==> src/rtl/lstm_seq_ctrl.sv <==
// Sequencing controller for one lstm cell: serial weight/bias load, then one-sample-at-a-time
// stepping with initial h/C injection on sequence start and a per-step timeout watchdog.
module lstm_seq_ctrl #(
  parameter int unsigned WIDTH   = 16,
  parameter int unsigned LEN_W   = 8,
  parameter int unsigned TIMEOUT = 15
) (
  input  logic               clk,
  input  logic               rst_n,
  input  logic               cfg_valid,
  output logic               cfg_ready,
  input  logic [1:0]         cfg_sel,
  input  logic [1:0]         cfg_gate,
  input  logic [WIDTH-1:0]   cfg_data,
  input  logic               s_x_valid,
  output logic               s_x_ready,
  input  logic [WIDTH-1:0]   s_x_data,
  input  logic               s_x_first,
  input  logic               s_x_last,
  input  logic [WIDTH-1:0]   s_h_init,
  input  logic [WIDTH-1:0]   s_c_init,
  output logic               m_y_valid,
  input  logic               m_y_ready,
  output logic [WIDTH-1:0]   m_y_data,
  output logic [WIDTH-1:0]   m_c_data,
  output logic               m_y_last,
  input  logic               lstm_ready,
  output logic [4*WIDTH-1:0] lstm_weight_x,
  output logic [4*WIDTH-1:0] lstm_weight_h,
  output logic [4*WIDTH-1:0] lstm_bias_x,
  output logic [4*WIDTH-1:0] lstm_bias_h,
  output logic [3:0]         lstm_weight_x_valid,
  output logic [3:0]         lstm_weight_h_valid,
  output logic [3:0]         lstm_bias_x_valid,
  output logic [3:0]         lstm_bias_h_valid,
  output logic [WIDTH-1:0]   lstm_x_in,
  output logic [WIDTH-1:0]   lstm_h_in,
  output logic [WIDTH-1:0]   lstm_c_in,
  output logic               lstm_x_in_valid,
  output logic               lstm_h_in_valid,
  output logic               lstm_c_in_valid,
  input  logic [WIDTH-1:0]   lstm_y_out,
  input  logic [WIDTH-1:0]   lstm_c_out,
  input  logic               lstm_valid,
  output logic               busy,
  output logic [LEN_W-1:0]   seq_count,
  output logic [1:0]         err,
  input  logic               err_clr
);

  localparam int unsigned TW = $clog2(TIMEOUT + 1);
  localparam logic [TW-1:0] TLast = TW'(TIMEOUT - 1);

  typedef enum logic [1:0] {StIdle, StCfg, StIssue, StWait} state_e;

  state_e             state_q, state_d;
  logic               run_q;
  logic [4*WIDTH-1:0] wx_q, wx_d, wh_q, wh_d, bx_q, bx_d, bh_q, bh_d;
  logic [3:0]         wx_v_q, wx_v_d, wh_v_q, wh_v_d, bx_v_q, bx_v_d, bh_v_q, bh_v_d;
  logic [WIDTH-1:0]   x_q, x_d, h_q, h_d, c_q, c_d;
  logic               x_v_q, x_v_d, h_v_q, h_v_d, c_v_q, c_v_d;
  logic               last_q, last_d;
  logic [WIDTH-1:0]   y_q, y_d, yc_q, yc_d;
  logic               ylast_q, ylast_d, yv_q, yv_d;
  logic [LEN_W-1:0]   seq_q, seq_d;
  logic [1:0]         err_q, err_d, err_set;
  logic [TW-1:0]      cnt_q, cnt_d;
  logic               cfg_fire, x_fire;
  logic [3:0]         gate_oh;

  // run_q keeps both ready outputs low while reset is held and for the first cycle after
  assign cfg_ready = run_q && (state_q == StIdle) && lstm_ready;
  assign s_x_ready = run_q && (state_q == StIdle) && lstm_ready && !cfg_valid &&
                     (!yv_q || m_y_ready);
  assign cfg_fire  = cfg_valid && cfg_ready;
  assign x_fire    = s_x_valid && s_x_ready;
  assign gate_oh   = 4'b0001 << cfg_gate;

  always_comb begin
    state_d = state_q;
    wx_d = wx_q;  wh_d = wh_q;  bx_d = bx_q;  bh_d = bh_q;
    wx_v_d = '0;  wh_v_d = '0;  bx_v_d = '0;  bh_v_d = '0;
    x_d = x_q;  h_d = h_q;  c_d = c_q;
    x_v_d = 1'b0;  h_v_d = 1'b0;  c_v_d = 1'b0;
    last_d = last_q;
    y_d = y_q;  yc_d = yc_q;  ylast_d = ylast_q;  yv_d = yv_q;
    seq_d = seq_q;
    cnt_d = cnt_q;
    err_set = '0;

    if (yv_q && m_y_ready) yv_d = 1'b0;
    if (lstm_valid && (state_q != StWait)) err_set[1] = 1'b1;

    unique case (state_q)
      StIdle: begin
        if (cfg_fire) begin
          state_d = StCfg;
          unique case (cfg_sel)
            2'd0: begin wx_d = {4{cfg_data}}; wx_v_d = gate_oh; end
            2'd1: begin wh_d = {4{cfg_data}}; wh_v_d = gate_oh; end
            2'd2: begin bx_d = {4{cfg_data}}; bx_v_d = gate_oh; end
            default: begin bh_d = {4{cfg_data}}; bh_v_d = gate_oh; end
          endcase
        end else if (x_fire) begin
          state_d = StIssue;
          x_d     = s_x_data;
          x_v_d   = 1'b1;
          h_v_d   = s_x_first;
          c_v_d   = s_x_first;
          last_d  = s_x_last;
          if (s_x_first) begin
            h_d   = s_h_init;
            c_d   = s_c_init;
            seq_d = LEN_W'(1);
          end else if (seq_q != '1) begin
            seq_d = seq_q + LEN_W'(1);
          end
        end
      end
      StCfg: state_d = StIdle;
      StIssue: begin
        state_d = StWait;
        cnt_d   = '0;
      end
      StWait: begin
        if (lstm_valid) begin
          state_d = StIdle;
          y_d     = lstm_y_out;
          yc_d    = lstm_c_out;
          ylast_d = last_q;
          yv_d    = 1'b1;
        end else if (cnt_q == TLast) begin
          state_d    = StIdle;
          err_set[0] = 1'b1;
        end else begin
          cnt_d = cnt_q + TW'(1);
        end
      end
      default: state_d = StIdle;
    endcase

    // a set event in the same cycle beats the clear
    err_d = (err_clr ? 2'b00 : err_q) | err_set;
  end

  always_ff @(posedge clk or negedge rst_n) begin
    if (!rst_n) begin
      state_q <= StIdle;
      run_q   <= 1'b0;
      wx_q <= '0;  wh_q <= '0;  bx_q <= '0;  bh_q <= '0;
      wx_v_q <= '0;  wh_v_q <= '0;  bx_v_q <= '0;  bh_v_q <= '0;
      x_q <= '0;  h_q <= '0;  c_q <= '0;
      x_v_q <= 1'b0;  h_v_q <= 1'b0;  c_v_q <= 1'b0;
      last_q  <= 1'b0;
      y_q <= '0;  yc_q <= '0;  ylast_q <= 1'b0;  yv_q <= 1'b0;
      seq_q   <= '0;
      err_q   <= '0;
      cnt_q   <= '0;
    end else begin
      state_q <= state_d;
      run_q   <= 1'b1;
      wx_q <= wx_d;  wh_q <= wh_d;  bx_q <= bx_d;  bh_q <= bh_d;
      wx_v_q <= wx_v_d;  wh_v_q <= wh_v_d;  bx_v_q <= bx_v_d;  bh_v_q <= bh_v_d;
      x_q <= x_d;  h_q <= h_d;  c_q <= c_d;
      x_v_q <= x_v_d;  h_v_q <= h_v_d;  c_v_q <= c_v_d;
      last_q  <= last_d;
      y_q <= y_d;  yc_q <= yc_d;  ylast_q <= ylast_d;  yv_q <= yv_d;
      seq_q   <= seq_d;
      err_q   <= err_d;
      cnt_q   <= cnt_d;
    end
  end

  assign m_y_valid           = yv_q;
  assign m_y_data            = y_q;
  assign m_c_data            = yc_q;
  assign m_y_last            = ylast_q;
  assign lstm_weight_x       = wx_q;
  assign lstm_weight_h       = wh_q;
  assign lstm_bias_x         = bx_q;
  assign lstm_bias_h         = bh_q;
  assign lstm_weight_x_valid = wx_v_q;
  assign lstm_weight_h_valid = wh_v_q;
  assign lstm_bias_x_valid   = bx_v_q;
  assign lstm_bias_h_valid   = bh_v_q;
  assign lstm_x_in           = x_q;
  assign lstm_h_in           = h_q;
  assign lstm_c_in           = c_q;
  assign lstm_x_in_valid     = x_v_q;
  assign lstm_h_in_valid     = h_v_q;
  assign lstm_c_in_valid     = c_v_q;
  assign busy                = (state_q != StIdle) || yv_q;
  assign seq_count           = seq_q;
  assign err                 = err_q;

endmodule

==> config.mk <==
export PLATFORM = sky130hd
export DESIGN_NAME = lstm_seq_ctrl
export DESIGN_NICKNAME = d
export VERILOG_FILES = /design/src/rtl/lstm_seq_ctrl.sv
export SDC_FILE = /design/constraint.sdc
export NUM_CORES = 1
export LEC_CHECK = 0
export BUFFER_PORTS_ARGS = -buffer_cell sky130_fd_sc_hd__buf_4
export CAP_MARGIN = 20
export CORE_AREA = 2 2 187 189
export DETAILED_ROUTE_END_ITERATION = 16
export DIE_AREA = 0 0 189 191
export REMOVE_ABC_BUFFERS = 1
export SYNTH_ARGS = -nofsm -noshare
export SYNTH_HDL_FRONTEND = slang
export SYNTH_SLANG_ARGS = --single-unit
==> constraint.sdc <==
create_clock -name clk -period 2.7 [get_ports clk]
set_input_delay 0 -clock clk [delete_from_list [all_inputs] [get_ports clk]]
set_output_delay 0 -clock clk [all_outputs]
set_load 0.03 [all_outputs]
==> results of run 1 <==
## worst max-delay path by stage
stage / start / endpoint / depth (start not counted)
final: state_q[1]$_DFFE_PN0P_ / lstm_weight_x_valid[0]$_DFF_PN0_ / 5
after global routing: state_q[1]$_DFFE_PN0P_ / lstm_weight_x_valid[0]$_DFF_PN0_ / 5
after CTS: state_q[1]$_DFFE_PN0P_ / lstm_weight_x_valid[0]$_DFF_PN0_ / 5
after detailed placement: state_q[1]$_DFFE_PN0P_ / lstm_h_in[14]$_DFFE_PN0P_ / 6
after global placement: state_q[1]$_DFFE_PN0P_ / lstm_c_in[8]$_DFFE_PN0P_ / 6
after floorplan: state_q[0]$_DFFE_PN0P_ / lstm_c_in[0]$_DFFE_PN0P_ / 5
## placed cells by master, fill, tap and decap left out, types with 3 or more instances in the layout
| cell | n |
|---|---|
| buf_4 | 489 |
| clkbuf_16 | 17 |
| clkinv_2 | 3 |
| clkinv_4 | 3 |
| dfrtp_1 | 182 |
| dlygate4sd3_1 | 112 |
| ha_1 | 3 |
| inv_1 | 5 |
| inv_6 | 4 |
| mux2_2 | 130 |
| nand2_1 | 66 |
| nand2b_1 | 6 |
| nand3_1 | 4 |
| nor2_1 | 16 |
| nor2b_1 | 3 |
| nor3_1 | 5 |
| o21ai_0 | 4 |
| o31ai_1 | 7 |
| or3_1 | 4 |
## power by group through the flow
stage                     combinational [mW]  clock (mW)  sequential (mW)
after floorplan                         1.15           0             9.72
after global placement                  10.6           0             4.98
after detailed placement                10.7           0             5.01
after CTS                               10.8        2.52             4.98
after global routing                    11.1        2.63             5.14
final                                   10.7        2.41             4.97
## through the flow
step                      setup TNS [ns]  setup WS, ns  hold slack, ns  cell area (um2)
final                                  0         0.316          0.0361            12800
after detailed placement               0         0.539          0.0254            11100
after CTS                              0         0.359         0.00573            12800
after floorplan                   -11.20        -0.350          -0.296             6820
after global routing                   0         0.205          0.0356            12800
after global placement                 0         0.576          0.0256            11100
## synthesized netlist by cell type, types with 2 or more instances
| cell | n |
|---|---|
| buf_4 | 195 |
| dfrtp_1 | 182 |
| mux2_2 | 130 |
| nand2_1 | 66 |
| nor2_1 | 16 |
| clkbuf_1 | 13 |
| buf_2 | 7 |
| o31ai_1 | 7 |
| nand2b_1 | 6 |
| inv_1 | 5 |
| nand3_1 | 5 |
| nor3_1 | 5 |
| o21ai_0 | 4 |
| or3_1 | 4 |
| ha_1 | 3 |
| nor2b_1 | 3 |
| a21oi_1 | 2 |
| a31oi_1 | 2 |
| nand4_1 | 2 |
| nand4b_1 | 2 |
| xnor2_1 | 2 |
## layout make-up
cell class	instances	area [um2]	area share [%]
Timing Repair Buffer	603	4830	37.7
Sequential cell	182	4550	35.6
Clock inverter	13	121	0.949
Inverter	5	18.8	0.147
Clock buffer	19	443	3.46
Antenna cell	1	2.50	0.0196
Tap cell	455	569	4.45
Multi-Input combinational cell	275	2260	17.7
## kinds of logic (layout without fill, tap and decap cells)
family,count (synthesis),count (layout)
AO/OA/AOI/OAI,22,22
XOR/XNOR,2,2
other,1,2
multiplexers,131,131
AND/OR/NAND/NOR,116,116
buffers and inverters,220,640
adder cells (fa/ha/maj),3,3
flip-flops,182,182
## flip-flops by register name (all words and copies together) (netlist names)
name,flops
lstm_c_in_valid,1
m_y_last,1
lstm_x_in_valid,1
run_q,1
lstm_weight_x,16
lstm_bias_h,16
seq_count,8
lstm_weight_x_valid,4
m_y_valid,1
lstm_x_in,16
m_y_data,16
state_q,2
err,2
cnt_q,4
lstm_bias_x_valid,4
lstm_weight_h_valid,4
lstm_weight_h,16
m_c_data,16
lstm_h_in,16
last_q,1
lstm_bias_x,16
lstm_c_in,16
lstm_bias_h_valid,4
## repair_timing
action                     4_1_cts  5_1_grt
hold buffers                   112        0
resized for setup                0        0
setup endpoints to repair        0        0
hold endpoints to repair       235        0
## routing by layer
metal | wire length (um) | vias to the layer above
met5 | 16 | -
met4 | 244 | 2
met3 | 1580 | 12
met2 | 13300 | 255
met1 | 9760 | 3092
li1 | - | 2873
## worst reg2reg max path: stages (launching register included)
cell	delay, ns
dfrtp_1	0.46
and4bb_1	0.50
nand2_1	0.21
or3_1	0.42
nor3_1	0.17
dlygate4sd3_1	0.57
==> impl_metrics.py, run 1 <==
metrics = {
    "status": {
        "status": "finished, final reports clean",
    },
    "sta": {
        "relSlewSlack_pct": 41.5,
        "period_needed_ns": 2.38,
        "fmax_mhz": 419,
        "worstMarginPinSlew_ns": 0.877,
        "final.period_utilization_pct": 88.3,
        "rsz0062_at_grt": "no",
        "hold_viol": 0,
        "setup_viol": 0,
        "drv_slew": 0,
        "finClkSkew_ns": 0.00923,
    },
    "logic_synthesis": {
        "synth_top_family_by_area": "buffers and inverters",
        "synthMuxAreaShare_pct": 17.6,
        "ys_warn_count": 0,
        "yosys.area_share.simple_pct": 6.56,
        "synth_flop_cell": "dfrtp_1",
        "synth_fa_ha_area_share_pct": 0.449,
        "synth_compound_area_share_pct": 1.97,
        "synth.distinct_cells": 37,
        "synth-seq-cells": 182,
        "syn_inst": 677,
        "ys_async_sr_fraction_pct": 100,
        "ys_seq_area_share_pct": 54.4,
        "yosysTopAreaCell": "dfrtp_1",
        "synth_area_leaders": "dfrtp_1 54%, buf_4 17%, mux2_2 17%, nand2_1 3.0%, nor2_1 0.72%",
        "yosysTopAreaCellShare_pct": 54.4,
        "syn_avg_cell_area_um2": 12.4,
        "synth_edf_count": 0,
        "synth_area_mm2": 0.00837,
        "synthXorXnorAreaFrac_pct": 0.209,
    },
    "power": {
        "power_frac_clock_pct": 13.3,
        "p_switching_mw": 8.91,
        "pwr-share-comb_pct": 59.3,
        "p_leak_nw": 6.56,
        "peakVddDrop_v": 0.00148,
        "swShare_pct": 49.2,
        "intPower_mw": 9.21,
        "power_density_mw_per_mm2": 1420,
        "seqPwrFrac_pct": 27.4,
        "fin_total_pwr_mw": 18.1,
    },
    "setup_path": {
        "setup.worst_path.end_class": "register",
        "r2r_cells": 5,
        "crit_chain": "and4bb_1 > nand2_1 > or3_1 > nor3_1 > dlygate4sd3_1",
        "rrSetupSlack_ns": 0.32,
        "worstSetupStartpointType": "register",
        "crit_fanout": 8,
        "critical-path-top-delay-family": "simple AND/OR/NAND/NOR gates",
        "crit_buf_inv": 1,
        "path_class": "reg2reg",
        "r2r_end": "lstm_weight_x_valid[0]$_DFF_PN0_",
        "crit_slowest_cell": "dlygate4sd3_1",
        "reg2reg_from": "state_q[1]$_DFFE_PN0P_",
        "cpPeakStageDelay_ns": 0.57,
        "crit_required_ns": 3.07,
        "cp.arrival_ns": 2.76,
    },
    "clock_network": {
        "cts_buffers": 17,
        "clock_sinks": 182,
        "post_cts_buffers": 0,
        "path_clk_slew_ns": 0.07,
        "cts_tree": "yes",
        "root_buffer": "clkbuf_16",
        "htreeDepth": 4,
        "ctsLongestPathBuffers": 2,
        "insertion_delay_ns": 0.43,
    },
    "detailed_routing": {
        "via_per_inst": 4.01,
        "drt_wl_total_um": 24900,
        "drt-initial-drc-count": 169,
        "firstDrtPassIters": 4,
        "wl_per_cell_um": 16.0,
        "num_vias": 6234,
        "ant_nets": 0,
        "drc": 0,
    },
    "global_route": {
        "grt_usage_pct": 13.2,
        "antenna_found_initial": 2,
        "grt_pass1_wl_um": 36400,
        "grt_max_degree": 78,
        "grt_pass1_vias": 6249,
        "top_usage_layer": "met2",
        "overflow": 0,
        "grt.met2_usage_pct": 24.2,
        "gr-usage-met3_pct": 3.71,
        "grtUsageMet1_pct": 15.1,
    },
    "hold_path": {
        "min_to": "lstm_x_in[0]$_DFFE_PN0P_",
        "hp-class": "in2reg",
        "worstHoldPathCells": 4,
        "min_from": "s_x_valid",
    },
    "floorplanning": {
        "chipWidth_um": 189,
        "fp-row-count": 68,
        "core_mm2": 0.0341,
        "io_pins": 480,
        "die_area_mm2": 0.0361,
        "die_h_um": 191,
        "start_util_pct": 24.5,
    },
    "placed_design": {
        "dpl.hpwl_um": 18500,
        "place_congestion": 0.747,
        "placed_cells": 1408,
        "portBuffers": 479,
    },
    "run": {
        "cap_viol_max_count": 0,
    },
    "cells_and_area": {
        "stdcell_count": 1553,
        "area_growth_pct": 52.9,
        "drive_gt1_share_pct": 60.1,
        "final_util_pct": 37.5,
        "nNetsFinal": 1197,
        "fillCellCount": 3318,
    },
}
Note: power is estimated with default switching activity, not from simulation.
==> inputs of run 2 (changes only) <==
--- a/config.mk
+++ b/config.mk
@@ -7,9 +7,13 @@
 export LEC_CHECK = 0
 export BUFFER_PORTS_ARGS = -buffer_cell sky130_fd_sc_hd__buf_4
 export CAP_MARGIN = 20
-export CORE_AREA = 2 2 187 189
+export CELL_PAD_IN_SITES_DETAIL_PLACEMENT = 0
+export CELL_PAD_IN_SITES_GLOBAL_PLACEMENT = 1
+export CORE_AREA = 5 5 183 185
+export CTS_BUF_LIST = sky130_fd_sc_hd__clkbuf_2
 export DETAILED_ROUTE_END_ITERATION = 16
-export DIE_AREA = 0 0 189 191
+export DIE_AREA = 0 0 188 190
+export PLACE_DENSITY_LB_ADDON = 0.1
 export REMOVE_ABC_BUFFERS = 1
 export SYNTH_ARGS = -nofsm -noshare
 export SYNTH_HDL_FRONTEND = slang
==> impl_metrics.py, run 2 (synthesis gave the netlist of run 1 again) <==
metrics = {
    "global_route": {
        "overflow": 0,
        "antenna_found_initial": 1,
        "grt_pass1_wl_um": 44700,
        "grt_pass1_vias": 7293,
        "grt_max_degree": 71,
        "grt_usage_pct": 16.1,
    },
    "setup_path": {
        "crit_fanout": 19,
        "crit_chain": "and4bb_2 > nand4b_4 > inv_1 > buf_4 > nand2b_1 > o21ai_0 > dlygate4sd3_1",
        "worstSetupStartpointType": "register",
        "crit_slowest_cell": "dlygate4sd3_1",
        "crit_required_ns": 3.42,
        "critical-path-top-delay-family": "buffers and inverters",
        "cp.arrival_ns": 3.21,
        "setup.worst_path.end_class": "register",
        "crit_buf_inv": 3,
        "path_class": "reg2reg",
        "cpPeakStageDelay_ns": 0.56,
    },
    "cells_and_area": {
        "final_cell_area_mm2": 0.0137,
        "most-common-layout-cells": "492 x buf_4, 235 x dlygate4sd3_1, 182 x dfrtp_1",
        "stdcell_count": 1633,
        "nNetsFinal": 1324,
        "area_growth_pct": 63.3,
        "fillCellCount": 3093,
        "layout_commonest_cell": "buf_4",
        "final_util_pct": 42.9,
        "drive_gt1_share_pct": 54.0,
    },
    "placed_design": {
        "portBuffers": 479,
        "dpl-instance-area_mm2": 0.0111,
        "placed_cells": 1364,
        "place_congestion": 0.725,
        "dpl.hpwl_um": 21700,
    },
    "sta": {
        "period_needed_ns": 2.49,
        "hold_slack_ns": 0.126,
        "final.period_utilization_pct": 92.1,
        "drv_slew": 0,
        "setup_viol": 0,
        "hold_viol": 0,
        "fmax_mhz": 402,
        "finClkSkew_ns": 0.0430,
        "rsz0062_at_grt": "no",
    },
    "detailed_routing": {
        "drc": 0,
        "via_per_inst": 4.08,
        "wl_per_cell_um": 18.1,
        "ant_nets": 0,
        "num_vias": 6655,
        "drt-initial-drc-count": 190,
        "firstDrtPassIters": 7,
        "drt_wl_total_um": 29600,
    },
    "clock_network": {
        "cts_tree": "yes",
        "htreeDepth": 4,
        "clock_sinks": 182,
        "path_clk_slew_ns": 0.29,
        "cts_buffers": 17,
        "ctsLongestPathBuffers": 2,
        "root_buffer": "clkbuf_2",
        "post_cts_buffers": 0,
        "insertion_delay_ns": 0.76,
    },
    "power": {
        "p_leak_nw": 6.90,
        "power_density_mw_per_mm2": 1270,
        "fin_total_pwr_mw": 17.3,
        "peakVddDrop_v": 0.00129,
    },
    "floorplanning": {
        "io_pins": 480,
        "chipWidth_um": 188,
        "fp-row-count": 66,
        "die_h_um": 190,
        "core_mm2": 0.0319,
        "die_area_mm2": 0.0357,
        "start_util_pct": 26.3,
    },
    "hold_path": {
        "hp-class": "in2reg",
    },
    "status": {
        "status": "finished, final reports clean",
    },
    "run": {
        "cap_viol_max_count": 0,
    },
}
[run 2: cell types whose count changed in the layout (fill, tap and decap cells not counted), moves of 3 or more]
cell | previous run | this run
dlygate4sd3_1 | 112 | 235
clkbuf_2 | 0 | 18
clkbuf_16 | 17 | 0
buf_4 | 489 | 492
clkinv_1 | 0 | 3
[run 2: repair_timing]
item,CTS,global route
setup endpoints to repair,0,1
resized for setup,0,1
hold endpoints to repair,363,0
hold buffers,236,0
[run 2: metal layers]
layer  up-vias  part of all wire (%)  global-route usage [%]
met4         0                   1.1                    3.90
met2       235                    53                    28.9
li1       3125                     -                       -
met1      3273                    41                    19.9
met3        22                   4.9                    3.28
met5         -                     0                       0
[run 2: worst paths after layout]
kind                                            from                          endpoint  slack (ns)  depth (start not counted)
min                                        m_y_ready               m_y_valid$_DFF_PN0_        0.13                          4
max in group asynchronous                      rst_n     lstm_weight_x[54]$_DFFE_PN0P_        1.99                          4
min in group asynchronous                      rst_n  lstm_weight_h_valid[0]$_DFF_PN0_        0.36                          4
max                           state_q[0]$_DFFE_PN0P_          seq_count[1]$_DFFE_PN0P_        0.21                          7
min reg2reg                lstm_x_in[10]$_DFFE_PN0P_         lstm_x_in[10]$_DFFE_PN0P_        0.52                          2
max reg2reg                   state_q[0]$_DFFE_PN0P_          seq_count[1]$_DFFE_PN0P_        0.21                          7
[run 2: report_power, final]
group | internal, mW | leakage [nW] | switching (mW) | total [mW]
combinational | 4.16 | 4.44 | 6.78 | 10.9
sequential | 3.81 | 2.33 | 1.21 | 5.02
clock | 0.348 | 0.136 | 1.04 | 1.38
total | 8.32 | 6.90 | 9.03 | 17.3
[run 2: worst min-delay path: stages]
cell and delay (ns):
dlygate4sd3_1 0.53, buf_4 0.11, nand2b_1 0.19, nand2_1 0.07
[run 2: final cells by class]
cell class | instances | area [um2] | share of cell area [%]
Timing Repair Buffer | 730 | 6110 | 44.7
Sequential cell | 182 | 4550 | 33.3
Multi-Input combinational cell | 275 | 2250 | 16.5
Tap cell | 408 | 510 | 3.74
Clock inverter | 14 | 125 | 0.916
Clock buffer | 18 | 90.1 | 0.659
Inverter | 5 | 18.8 | 0.137
Antenna cell | 1 | 2.50 | 0.0183
[run 2: stage by stage]
| stage | TNS, ns | setup slack, ns |
|---|---|---|
| floorplan | -11.20 | -0.350 |
| global placement | 0 | 0.542 |
| detailed placement | 0 | 0.509 |
| CTS | 0 | 0.160 |
| global route | 0 | 0.0428 |
| finish | 0 | 0.213 |
